### config.mk
export PLATFORM = sky130hd
export DESIGN_NAME = db_ptr_ctrl
export DESIGN_NICKNAME = d
export VERILOG_FILES = /design/src/rtl/db_ptr_ctrl.sv
export SDC_FILE = /design/constraint.sdc
export NUM_CORES = 1
export LEC_CHECK = 0
export ABC_AREA = 1
export CORE_MARGIN = 4
export CORE_UTILIZATION = 40
export CTS_CLUSTER_DIAMETER = 50
export DETAILED_ROUTE_END_ITERATION = 8
export PLACE_DENSITY = 0.76
export RECOVER_POWER = 50
export SLEW_MARGIN = 20
export SYNTH_ARGS = -nofsm -noshare
export SYNTH_HDL_FRONTEND = slang
export SYNTH_SLANG_ARGS = --single-unit
export TNS_END_PERCENT = 1
### constraint.sdc
create_clock -name clk -period 2.71 [get_ports clk]
set_input_delay 0.542 -clock clk [delete_from_list [all_inputs] [get_ports clk]]
set_output_delay 0.542 -clock clk [all_outputs]
set_load 0.02 [all_outputs]
### src/rtl/db_ptr_ctrl.sv
// Pointer/handshake controller for the 64-byte non-circular data buffer FIFO.
// Stores write combinationally; gets read one cycle later, data valid the cycle after.
module db_ptr_ctrl #(
    parameter int DEPTH = 64,
    parameter int PTR_W = 7
) (
    input  logic             clk,
    input  logic             rst,
    input  logic             store_tx_data,
    input  logic             store_rx_data,
    input  logic             get_tx_data,
    input  logic             get_rx_data,
    input  logic             clear,
    input  logic             flush,
    output logic             write_en,
    output logic [PTR_W-1:0] write_ptr,
    output logic             read_en,
    output logic [PTR_W-1:0] read_ptr,
    output logic [PTR_W-1:0] buff_occ,
    output logic             full,
    output logic             empty,
    output logic             tx_data_valid,
    output logic             rx_data_valid,
    output logic             overflow,
    output logic             underflow,
    output logic             store_collision
);

    localparam logic [PTR_W-1:0] DEPTH_P = PTR_W'(DEPTH);
    localparam logic [PTR_W-1:0] ONE     = PTR_W'(1);

    logic [PTR_W-1:0] wr_cnt_q, wr_cnt_d;
    logic [PTR_W-1:0] rd_cnt_q, rd_cnt_d;
    logic             pend_q, pend_d;
    logic             pend_tx_q, pend_tx_d;
    logic             vld_q, vld_d;
    logic             vld_tx_q, vld_tx_d;
    logic             ovf_q, ovf_d;
    logic             unf_q, unf_d;
    logic             col_q, col_d;

    logic kill;
    logic store_req;
    logic store_acc;
    logic get_req;
    logic get_acc;
    logic rd_go;

    always_comb begin
        kill      = clear | flush;
        buff_occ  = wr_cnt_q - rd_cnt_q - PTR_W'(pend_q);
        full      = (buff_occ == DEPTH_P);
        empty     = (buff_occ == '0);
        store_req = store_tx_data | store_rx_data;
        // Non-circular: the write pointer can never run past the last byte
        store_acc = store_req & ~full & (wr_cnt_q != DEPTH_P) & ~kill;
        get_req   = get_tx_data | get_rx_data;
        get_acc   = get_req & ~empty & ~kill;
        rd_go     = pend_q & ~kill;

        write_en      = store_acc;
        write_ptr     = store_acc ? wr_cnt_q + ONE : wr_cnt_q;
        read_en       = rd_go;
        read_ptr      = rd_go ? rd_cnt_q + ONE : rd_cnt_q;
        tx_data_valid = vld_q & vld_tx_q;
        rx_data_valid = vld_q & ~vld_tx_q;
        overflow        = ovf_q;
        underflow       = unf_q;
        store_collision = col_q;

        wr_cnt_d  = wr_cnt_q;
        rd_cnt_d  = rd_cnt_q;
        pend_d    = 1'b0;
        pend_tx_d = pend_tx_q;
        vld_d     = 1'b0;
        vld_tx_d  = vld_tx_q;
        ovf_d     = ovf_q;
        unf_d     = unf_q;
        col_d     = col_q;

        if (kill) begin
            wr_cnt_d = '0;
            rd_cnt_d = '0;
            ovf_d    = 1'b0;
            unf_d    = 1'b0;
            col_d    = 1'b0;
        end else begin
            wr_cnt_d  = wr_cnt_q + PTR_W'(store_acc);
            rd_cnt_d  = rd_cnt_q + PTR_W'(rd_go);
            // Last byte drained with no new write: rewind for the next packet
            if (rd_go && (rd_cnt_q + ONE == wr_cnt_q) && !store_acc) begin
                wr_cnt_d = '0;
                rd_cnt_d = '0;
            end
            pend_d    = get_acc;
            pend_tx_d = get_acc ? get_tx_data : pend_tx_q;
            vld_d     = rd_go;
            vld_tx_d  = rd_go ? pend_tx_q : vld_tx_q;
            ovf_d     = ovf_q | (store_req & ~store_acc);
            unf_d     = unf_q | (get_req & ~get_acc);
            col_d     = col_q | (store_tx_data & store_rx_data);
        end
    end

    always_ff @(posedge clk or posedge rst) begin
        if (rst) begin
            wr_cnt_q  <= '0;
            rd_cnt_q  <= '0;
            pend_q    <= 1'b0;
            pend_tx_q <= 1'b0;
            vld_q     <= 1'b0;
            vld_tx_q  <= 1'b0;
            ovf_q     <= 1'b0;
            unf_q     <= 1'b0;
            col_q     <= 1'b0;
        end else begin
            wr_cnt_q  <= wr_cnt_d;
            rd_cnt_q  <= rd_cnt_d;
            pend_q    <= pend_d;
            pend_tx_q <= pend_tx_d;
            vld_q     <= vld_d;
            vld_tx_q  <= vld_tx_d;
            ovf_q     <= ovf_d;
            unf_q     <= unf_d;
            col_q     <= col_d;
        end
    end

endmodule

==> results.sh, run 1 <==
export IMPL_status="finished with violations"
export IMPL_violations="setup timing"
export IMPL_dpl_cell_area_sq_um=2890
export IMPL_antenna_found_initial=0
export IMPL_cts_sinks=21
export IMPL_async_flop_share_pct=100
export IMPL_routabilityCongestion=0.942
export IMPL_timing_final_crit_period_ns=3.19
export IMPL_core_rowCount=26
export IMPL_crit_fanout=7
export IMPL_timing_rr_start="wr_cnt_q[0]$_DFF_PP0_"
export IMPL_arrival_ns=2.65
export IMPL_intPower_mw=0.579
export IMPL_worstHoldPathType="flop to flop"
export IMPL_p_switching_mw=0.287
export IMPL_io_pin_count=38
export IMPL_synth_top_area_share_pct=25.2
export IMPL_drt_total_wl_mm=5.92
export IMPL_synth_nets=325
export IMPL_rsz0062_at_grt="true"
export IMPL_hp_start="pend_tx_q$_DFFE_PP0P_"
export IMPL_switching_share_pct=33.2
export IMPL_dieArea_sq_um=6440
export IMPL_yosys_most_used_dff="dfrtp_1"
export IMPL_setup_violations_final=15
export IMPL_clk_insertion_delay_late_ns=0.27
export IMPL_p_total_mw=0.866
export IMPL_finalInstanceArea_sq_um=3110
export IMPL_drc=0
export IMPL_core_area_sq_um=5070
export IMPL_ant_nets=0
export IMPL_drt_iter0_markers=87
export IMPL_mostFrequentLayoutCell="nand2_1"
export IMPL_portBuffers=37
export IMPL_timing_final_max_slew_violations=0
export IMPL_power_density_nw_per_um2=278
export IMPL_reg2reg_to="wr_cnt_q[3]$_DFF_PP0_"
export IMPL_cts_tree="built"
export IMPL_setup_slack_ns=-0.478
export IMPL_grt_total_usage_pct=18.7
export IMPL_reg2reg_depth=17
export IMPL_grt_busiest_layer="met2"
export IMPL_die_y_um=80.2
export IMPL_cts_hold_fix_buffers=0
export IMPL_avgSynthCellArea_sq_um=7.00
export IMPL_hold_depth=2
export IMPL_hold_viol=0
export IMPL_seq_area_frac_synth_pct=25.2
export IMPL_ys_seq_elements=21
export IMPL_post_drt_wl_per_cell_um=13.0
export IMPL_vias=2199
export IMPL_seqCellArea_sq_um=527
export IMPL_diodes=0
export IMPL_mostFrequentLayoutCells="77 x nand2_1, 49 x buf_4, 46 x inv_1"
export IMPL_p_leak_nw=1.62
export IMPL_grt_pass1_vias=2105
export IMPL_dp_hpwl_mm=4.58
export IMPL_cp_data_required_time_ns=2.17
export IMPL_fmax_mhz=314
export IMPL_relSlewSlack_pct=63.8
export IMPL_cap_violations=0
export IMPL_multi_input_area_sq_um=1470
export IMPL_fill_cells=456
export IMPL_p_comb_share_pct=35.4
export IMPL_postLayoutCoreUtil_pct=61.4
export IMPL_cts_made_buffers=3
export IMPL_drive_gt1_share_pct=37.4
export IMPL_num_nets_final=413
export IMPL_clkPwrFrac_pct=25.0
export IMPL_syn_to_final_growth_pct=49.2
export IMPL_viasPerCell=4.83
export IMPL_tightest_slew_ns=0.543
export IMPL_synth_cell_type_count=35
export IMPL_overflow=0
export IMPL_yosysTopAreaCell="dfrtp_1"
export IMPL_syn_instance_count=298
export IMPL_use_met1_pct=22.0
export IMPL_clock_skew_ns=0.00405
export IMPL_crit_type="flop to output port"
export IMPL_met3_usage_pct=1.91
export IMPL_htree_levels=1
export IMPL_crit_path_end_kind="output port"
export IMPL_start_util_pct=41.1
export IMPL_ys_top_cells_by_area="dfrtp_1 25%, nand2_1 15%, ha_1 10%"
export IMPL_cts_buffer_depth=2
export IMPL_syn_area_sq_um=2090
export IMPL_path_clk_slew_ns=0.08
export IMPL_ctsRootBufferMaster="clkbuf_8"
export IMPL_yosys_warnings=0
export IMPL_grt_max_degree=14
export IMPL_hold_end="vld_tx_q$_DFFE_PP0P_"
export IMPL_drt_pass1_iter_count=5
export IMPL_synth_edf_count=0
export IMPL_grt_pass1_wl_mm=9.44
export IMPL_irDropWorstVdd_mv=0.221
export IMPL_r2r_slack_ns=-0.06
export IMPL_die_x_um=80.2
export IMPL_place_ws_ns=-0.723
export IMPL_seq_power_share_pct=39.5
export IMPL_tns_ns=-4.43
export IMPL_min_period_over_period_pct=118
export IMPL_worst_setup_path_start_kind="flop"
export IMPL_grt_use_met2_pct=34.9
## logic make-up after synthesis
| logic type | after synthesis | synth area share (%) |
|---|---|---|
| XOR/XNOR | 15 | 6.95 |
| AO/OA/AOI/OAI | 42 | 12.8 |
| AND/OR/NAND/NOR | 136 | 30.0 |
| adder cells (fa/ha/maj) | 19 | 12.1 |
| buffers and inverters | 65 | 12.9 |
| flip-flops | 21 | 25.2 |
## cell type report
class                           instances  area share (%)
Multi-Input combinational cell        212            47.2
Tap cell                               70            2.81
Timing Repair Buffer                   91            24.5
Sequential cell                        21            16.9
Clock buffer                            3            1.33
Clock inverter                          1           0.161
Inverter                               57            7.03
## registers in the layout, indices dropped and copies added (netlist names)
register,cells
rd_cnt_q,7
wr_cnt_q,7
overflow,1
pend_q,1
pend_tx_q,1
store_collision,1
underflow,1
vld_q,1
vld_tx_q,1
## power groups by stage
stage	Sequential, mW	Combinational (mW)	Clock [mW]
3_3_place_gp	0.348	0.268	0
2_1_floorplan	0.351	0.140	0
6_report	0.342	0.307	0.217
3_5_place_dp	0.348	0.274	0
5_1_grt	0.344	0.337	0.232
4_1_cts	0.342	0.288	0.220
## worst max path at each step
| stage | start | end | slack [ns] | cells past startpoint |
|---|---|---|---|---|
| 3_3_place_gp | wr_cnt_q[0]$_DFF_PP0_ | write_ptr[1] | -0.65 | 14 |
| 2_1_floorplan | wr_cnt_q[0]$_DFF_PP0_ | write_ptr[0] | -0.27 | 13 |
| 3_5_place_dp | wr_cnt_q[0]$_DFF_PP0_ | write_ptr[5] | -0.72 | 14 |
| 6_report | wr_cnt_q[0]$_DFF_PP0_ | write_ptr[5] | -0.48 | 14 |
| 5_1_grt | wr_cnt_q[0]$_DFF_PP0_ | write_ptr[5] | -0.61 | 14 |
| 4_1_cts | pend_q$_DFF_PP0_ | write_ptr[5] | -0.45 | 15 |
## critical path, cell delays in order, from the launching register on
cell,delay (ns)
dfrtp_2,0.42
fa_2,0.58
inv_2,0.05
ha_4,0.15
o21ai_2,0.15
nand2_1,0.08
nand2_1,0.09
nand3_2,0.08
nor2_4,0.10
nand3_2,0.10
nand2_4,0.11
inv_6,0.05
buf_8,0.13
o21ai_4,0.13
buf_6,0.14
## cells in the mapped netlist, types with 2 or more instances
cell type and number:
nand2_1 81, inv_2 3, o21ai_0 16, xnor2_1 2
a21oi_2 10, o21ai_2 4, or2_1 2, nand3_2 3
buf_2 2, buf_4 2, clkbuf_1 2, nand3_1 25
nor2_1 11, nor2_2 2, nor3_1 2, dfrtp_1 21
or2_2 2, inv_1 53, buf_6 2, xor2_1 12
ha_1 17, nand2_2 2, fa_1 2, a21oi_1 9
## routing by layer
metal / share of wire, % / routed length, um
met1: 42 / 2500
met2: 52 / 3050
met3: 4.5 / 266
met4: 1.7 / 102
met5: 0 / 0
## what timing repair did
action / 4_1_cts / 5_1_grt
pin swaps: 7 / 11
buffers inserted: 3 / 1
cloned: 0 / 0
endpoints found under the setup margin: 29 / 26
gates resized for setup: 112 / 41
## metrics by stage
stage	hold slack (ns)	cells
global route	0.514	455
detailed placement	0.469	447
global placement	0.464	447
CTS	0.487	454
floorplan	0.449	298
finish	0.489	455
No activity file was read; power rests on OpenSTA's default activity.
==> inputs of run 2 (changes only) <==
--- a/config.mk
+++ b/config.mk
@@ -12,6 +12,7 @@
 export DETAILED_ROUTE_END_ITERATION = 8
 export PLACE_DENSITY = 0.76
 export RECOVER_POWER = 50
+export SKIP_LAST_GASP = 1
 export SLEW_MARGIN = 20
 export SYNTH_ARGS = -nofsm -noshare
 export SYNTH_HDL_FRONTEND = slang
==> run 2 against run 1 <==
Compared with the run above: the flow still finishes with violations (setup timing); first-iteration DRC count rose by 80%; sequential cell count stayed put; clock skew down 0.0027 ns; critical path depth is the same; critical path type unchanged; largest power group unchanged.
==> results.sh, run 2 (synthesis gave the netlist of run 1 again) <==
export IMPL_ant_nets=0
export IMPL_post_drt_wl_per_cell_um=12.4
export IMPL_syn_to_final_growth_pct=45.2
export IMPL_cp_data_required_time_ns=2.17
export IMPL_die_x_um=80.2
export IMPL_setup_violations_final=29
export IMPL_drive_gt1_share_pct=28.9
export IMPL_critPathBufInv=4
export IMPL_routabilityCongestion=0.942
export IMPL_path_cells="fa_2 -> inv_1 -> ha_2 -> o21ai_2 -> nand2_1 -> nand2_1 -> nand3_2 -> nor2_4 -> nand3_2 -> nand2_4 -> inv_4 -> buf_8 -> o21ai_4 -> buf_6"
export IMPL_cap_violations=0
export IMPL_dp_hpwl_mm=4.58
export IMPL_crit_family="adder cells"
export IMPL_core_area_sq_um=5070
export IMPL_grt_total_usage_pct=18.6
export IMPL_fill_cells=474
export IMPL_cts_made_buffers=3
export IMPL_clk_insertion_delay_late_ns=0.27
export IMPL_antenna_found_initial=0
export IMPL_relSlewSlack_pct=64.3
export IMPL_dieArea_sq_um=6440
export IMPL_worst_setup_path_start_kind="flop"
export IMPL_reg_top3="rd_cnt_q x7, wr_cnt_q x7"
export IMPL_seqCellArea_sq_um=527
export IMPL_drt_iter0_markers=157
export IMPL_overflow=0
export IMPL_critPathMaxStageDelay_ns=0.57
export IMPL_crit_fanout=7
export IMPL_mostFrequentLayoutCells="79 x nand2_1, 52 x buf_4, 51 x inv_1"
export IMPL_worstHoldPathType="flop to flop"
export IMPL_hold_viol=0
export IMPL_diodes=0
export IMPL_viasPerCell=4.78
export IMPL_grt_max_degree=14
export IMPL_timing_final_max_slew_violations=0
export IMPL_multi_input_area_sq_um=1390
export IMPL_vias=2171
export IMPL_setup_slack_ns=-0.451
export IMPL_crit_type="flop to output port"
export IMPL_numPlacedInstances=447
export IMPL_rsz0062_at_grt="true"
export IMPL_drt_pass1_iter_count=4
export IMPL_crit_slowest_cell="fa_2"
export IMPL_tightest_slew_ns=0.536
export IMPL_path_clk_slew_ns=0.08
export IMPL_postLayoutCoreUtil_pct=59.7
export IMPL_drc=0
export IMPL_core_rowCount=26
export IMPL_ctsRootBufferMaster="clkbuf_8"
export IMPL_cts_tree="built"
export IMPL_p_leak_nw=1.60
export IMPL_fin_cells=454
export IMPL_num_nets_final=412
export IMPL_clock_skew_ns=0.00133
export IMPL_drt_total_wl_mm=5.64
export IMPL_status="finished with violations"
export IMPL_cts_sinks=21
export IMPL_irDropWorstVdd_mv=0.220
export IMPL_arrival_ns=2.62
export IMPL_mostFrequentLayoutCell="nand2_1"
export IMPL_min_period_over_period_pct=117
export IMPL_htree_levels=1
export IMPL_start_util_pct=41.1
export IMPL_grt_pass1_wl_mm=9.34
export IMPL_die_y_um=80.2
export IMPL_power_density_nw_per_um2=278
export IMPL_portBuffers=37
export IMPL_cts_buffer_depth=2
export IMPL_crit_path_end_kind="output port"
export IMPL_fmax_mhz=316
export IMPL_violations="setup timing"
export IMPL_timing_final_crit_period_ns=3.16
export IMPL_io_pin_count=38
export IMPL_grt_pass1_vias=2077
## run 2: final timing paths
path                                        from               endpoint  slack, ns  cells after the start
max reg2reg                wr_cnt_q[0]$_DFF_PP0_  wr_cnt_q[3]$_DFF_PP0_      -0.17                     17
max in group asynchronous                    rst  wr_cnt_q[0]$_DFF_PP0_       1.10                      3
min                        pend_tx_q$_DFFE_PP0P_   vld_tx_q$_DFFE_PP0P_       0.48                      2
max                        wr_cnt_q[0]$_DFF_PP0_           write_ptr[5]      -0.45                     14
min in group asynchronous                    rst    underflow$_DFF_PP0_       0.74                      2
min reg2reg                pend_tx_q$_DFFE_PP0P_   vld_tx_q$_DFFE_PP0P_       0.48                      2
## run 2: layout make-up
cell class,instances,share of cell area (%)
repair buffers,90,25.4
multi-input cells,212,45.7
clock inverters,1,0.165
flip-flops and latches,21,17.4
clock buffers,3,1.36
well taps,70,2.89
inverters,57,7.14
## run 2: what timing repair did
action,CTS,global route
setup endpoints to repair,29,32
pin swaps,7,6
endpoints found under the hold margin,0,0
buffers inserted,3,0
hold buffers,0,0
resized for setup,55,13
## run 2: routing by layer
metal / share of wire [%] / wire (um) / global-route usage [%]
met3: 3.7 / 208 / 1.46
met2: 51 / 2890 / 34.3
met4: 1.8 / 102 / 6.76
met1: 43 / 2440 / 22.3
met5: 0 / 0 / 0
## run 2: metrics by stage
| stage | TNS, ns | hold slack [ns] | setup WS (ns) | total power, mW | instance area, sq um |
|---|---|---|---|---|---|
| final | -8.27 | 0.484 | -0.451 | 0.844 | 3030 |
| after global routing | -12.14 | 0.514 | -0.583 | 0.893 | 3030 |
| after CTS | -8.24 | 0.487 | -0.449 | 0.843 | 2980 |
| after detailed placement | -9.13 | 0.469 | -0.723 | 0.622 | 2890 |
| after global placement | -8.46 | 0.464 | -0.654 | 0.616 | 2890 |
| after floorplan | -2.19 | 0.449 | -0.269 | 0.491 | 2110 |
## run 2: power by group
part	total (mW)	internal [mW]	switching (mW)	leakage, nW
sequential	0.342	0.331	0.0108	0.287
clock	0.213	0.103	0.110	0.0255
combinational	0.289	0.136	0.152	1.28
## run 2: worst reg2reg max path, delay by kind of cell (launching register included)
| family | cells | cell delay, ns |
|---|---|---|
| compound gates | 4 | 0.59 |
| fa+ha+maj | 3 | 0.90 |
| buf+inv | 3 | 0.24 |
| flops | 1 | 0.42 |
| simple gates | 7 | 0.63 |
==> inputs of run 3 (changes only) <==
--- a/config.mk
+++ b/config.mk
@@ -10,7 +10,7 @@
 export CORE_UTILIZATION = 40
 export CTS_CLUSTER_DIAMETER = 50
 export DETAILED_ROUTE_END_ITERATION = 8
-export PLACE_DENSITY = 0.76
+export PLACE_DENSITY = 0.74
 export RECOVER_POWER = 50
 export SKIP_LAST_GASP = 1
 export SLEW_MARGIN = 20
==> constraint.sdc (replaced) <==
create_clock -name clk -period 3 [get_ports clk]
set_input_delay 0.6 -clock clk [delete_from_list [all_inputs] [get_ports clk]]
set_output_delay 0.6 -clock clk [all_outputs]
set_load 0.02 [all_outputs]
==> run 3 against run 2 <==
Compared with the run above: sequential power is 9.4% lower; power decreased by 11%; largest power group unchanged; register-to-register slack gained 0.32 ns; clock power decreased by 11%; first-iteration DRC count up 5.7%; the run still ends with setup timing left; setup slack improved by 0.24 ns; sequential share of layout area up 0.57 points; critical path type unchanged; critical path depth unchanged; clock skew is 0.0082 ns higher.
==> results.sh, run 3 (synthesis gave the netlist of run 1 again) <==
export IMPL_ctsRootBufferMaster="clkbuf_8"
export IMPL_diodes=0
export IMPL_core_area_sq_um=5070
export IMPL_crit_fanout=7
export IMPL_arrival_ns=2.61
export IMPL_path_cells="inv_2 -> fa_2 -> inv_2 -> fa_2 -> nand3_2 -> nor2_2 -> nand3_2 -> nor2_4 -> nand3_2 -> nand2_4 -> inv_4 -> buf_6 -> o21ai_2 -> buf_6"
export IMPL_routabilityCongestion=0.869
export IMPL_cts_hold_fix_buffers=0
export IMPL_fin_cells=446
export IMPL_crit_top_cell="nand3_2"
export IMPL_clk_insertion_delay_late_ns=0.27
export IMPL_cts_made_buffers=3
export IMPL_htree_levels=1
export IMPL_timing_final_crit_period_ns=3.21
export IMPL_start_util_pct=41.1
export IMPL_power_density_nw_per_um2=257
export IMPL_finalInstanceArea_sq_um=2930
export IMPL_r2r_slack_ns=0.15
export IMPL_timing_final_max_slew_violations=0
export IMPL_core_rowCount=26
export IMPL_grt_pass1_wl_mm=9.32
export IMPL_drt_total_wl_mm=5.42
export IMPL_grt_total_usage_pct=18.4
export IMPL_crit_slowest_cell="fa_2"
export IMPL_postLayoutCoreUtil_pct=57.7
export IMPL_place_ws_ns=-0.546
export IMPL_path_clk_slew_ns=0.07
export IMPL_io_pin_count=38
export IMPL_crit_type="flop to output port"
export IMPL_fmax_mhz=311
export IMPL_mostFrequentLayoutCell="nand2_1"
export IMPL_portBuffers=37
export IMPL_status="finished with violations"
export IMPL_cp_data_required_time_ns=2.40
export IMPL_relSlewSlack_pct=46.2
export IMPL_drc=0
export IMPL_reg2reg_depth=18
export IMPL_cts_sinks=21
export IMPL_p_leak_nw=1.56
export IMPL_post_drt_wl_per_cell_um=12.2
export IMPL_die_y_um=80.2
export IMPL_finalHoldWorstSlack_ns=0.503
export IMPL_syn_to_final_growth_pct=40.2
export IMPL_die_x_um=80.2
export IMPL_dp_hpwl_mm=4.50
export IMPL_worstHoldPathType="flop to flop"
export IMPL_drive_gt1_share_pct=26.1
export IMPL_dieArea_sq_um=6440
export IMPL_ant_nets=0
export IMPL_critPathBufInv=5
export IMPL_cts_tree="built"
export IMPL_irDropWorstVdd_mv=0.156
export IMPL_timing_rr_start="pend_q$_DFF_PP0_"
export IMPL_mostFrequentLayoutCells="81 x nand2_1, 50 x inv_1, 43 x buf_4"
export IMPL_hold_end="underflow$_DFF_PP0_"
export IMPL_violations="setup timing"
export IMPL_setup_slack_ns=-0.212
export IMPL_worst_setup_path_start_kind="flop"
export IMPL_critPathMaxStageDelay_ns=0.59
export IMPL_reg_top3="rd_cnt_q x7, wr_cnt_q x7"
export IMPL_antenna_found_initial=0
export IMPL_dpl_cell_area_sq_um=2840
export IMPL_drt_pass1_iter_count=4
export IMPL_fill_cells=479
export IMPL_hold_viol=0
export IMPL_clock_skew_ns=0.00953
export IMPL_tightest_slew_ns=0.805
export IMPL_rsz0062_at_grt="true"
export IMPL_min_period_over_period_pct=107
export IMPL_crit_path_end_kind="output port"
export IMPL_hold_depth=2
export IMPL_cap_violations=0
export IMPL_setup_violations_final=21
export IMPL_num_nets_final=404
export IMPL_crit_family="adder cells"
export IMPL_cts_buffer_depth=2
export IMPL_grt_max_degree=22
export IMPL_vias=2116
export IMPL_hp_start="underflow$_DFF_PP0_"
export IMPL_overflow=0
export IMPL_reg2reg_to="wr_cnt_q[4]$_DFF_PP0_"
export IMPL_numPlacedInstances=440
export IMPL_viasPerCell=4.74
export IMPL_grt_pass1_vias=2048
export IMPL_drt_iter0_markers=166
[run 3: cell count changes in the layout (fill, tap and decap cells not counted), sizes merged]
| cell | delta |
|---|---|
| clkdlybuf4s15 | -1 |
| clkbuf | +2 |
| clkinv | -1 |
| buf | -9 |
| dlymetal6s2s | +1 |
[run 3: timing repair]
action                                  4_1_cts  5_1_grt
endpoints found under the setup margin       22       26
pin swaps                                    12        1
resized for setup                            60        1
cloned                                        0        0
buffers inserted                              2        0
[run 3: worst max path at each step]
stage | from | to | cells past startpoint
5_1_grt | rd_cnt_q[0]$_DFF_PP0_ | write_ptr[1] | 14
3_3_place_gp | wr_cnt_q[0]$_DFF_PP0_ | write_ptr[1] | 14
4_1_cts | pend_q$_DFF_PP0_ | write_ptr[1] | 14
2_1_floorplan | wr_cnt_q[0]$_DFF_PP0_ | write_ptr[0] | 13
3_5_place_dp | wr_cnt_q[0]$_DFF_PP0_ | write_ptr[1] | 14
6_report | rd_cnt_q[0]$_DFF_PP0_ | write_ptr[1] | 14
[run 3: worst min-delay path: stages (launching register included)]
cell and delay (ns):
dfrtp_1 0.35, nand2_1 0.05, o21ai_0 0.07
[run 3: final cells by class]
type / count / area (sq um) / share of cell area (%)
flip-flops and latches: 21 / 526 / 18.0
repair buffers: 82 / 707 / 24.2
well taps: 70 / 87.6 / 2.99
inverters: 57 / 216 / 7.40
multi-input cells: 212 / 1350 / 46.0
clock buffers: 4 / 45.0 / 1.54
[run 3: where the power goes]
group | leakage (nW) | switching (mW) | internal (mW)
combinational | 1.25 | 0.133 | 0.119
clock | 0.0228 | 0.0946 | 0.0948
sequential | 0.289 | 0.0110 | 0.299
total | 1.56 | 0.239 | 0.514
[run 3: through the flow]
step                TNS (ns)  power (mW)
floorplan             -0.105       0.444
global placement       -4.10       0.554
detailed placement     -5.26       0.563
CTS                    -3.47       0.763
global route           -6.19       0.805
finish                 -3.05       0.753
[run 3: metal layers]
metal	global-route usage (%)	vias to the layer above	part of all wire, %
li1	-	1091	-
met1	23.3	963	43
met2	33.2	55	52
met3	0.785	7	3.7
met4	6.08	0	1.8
met5	0	-	0
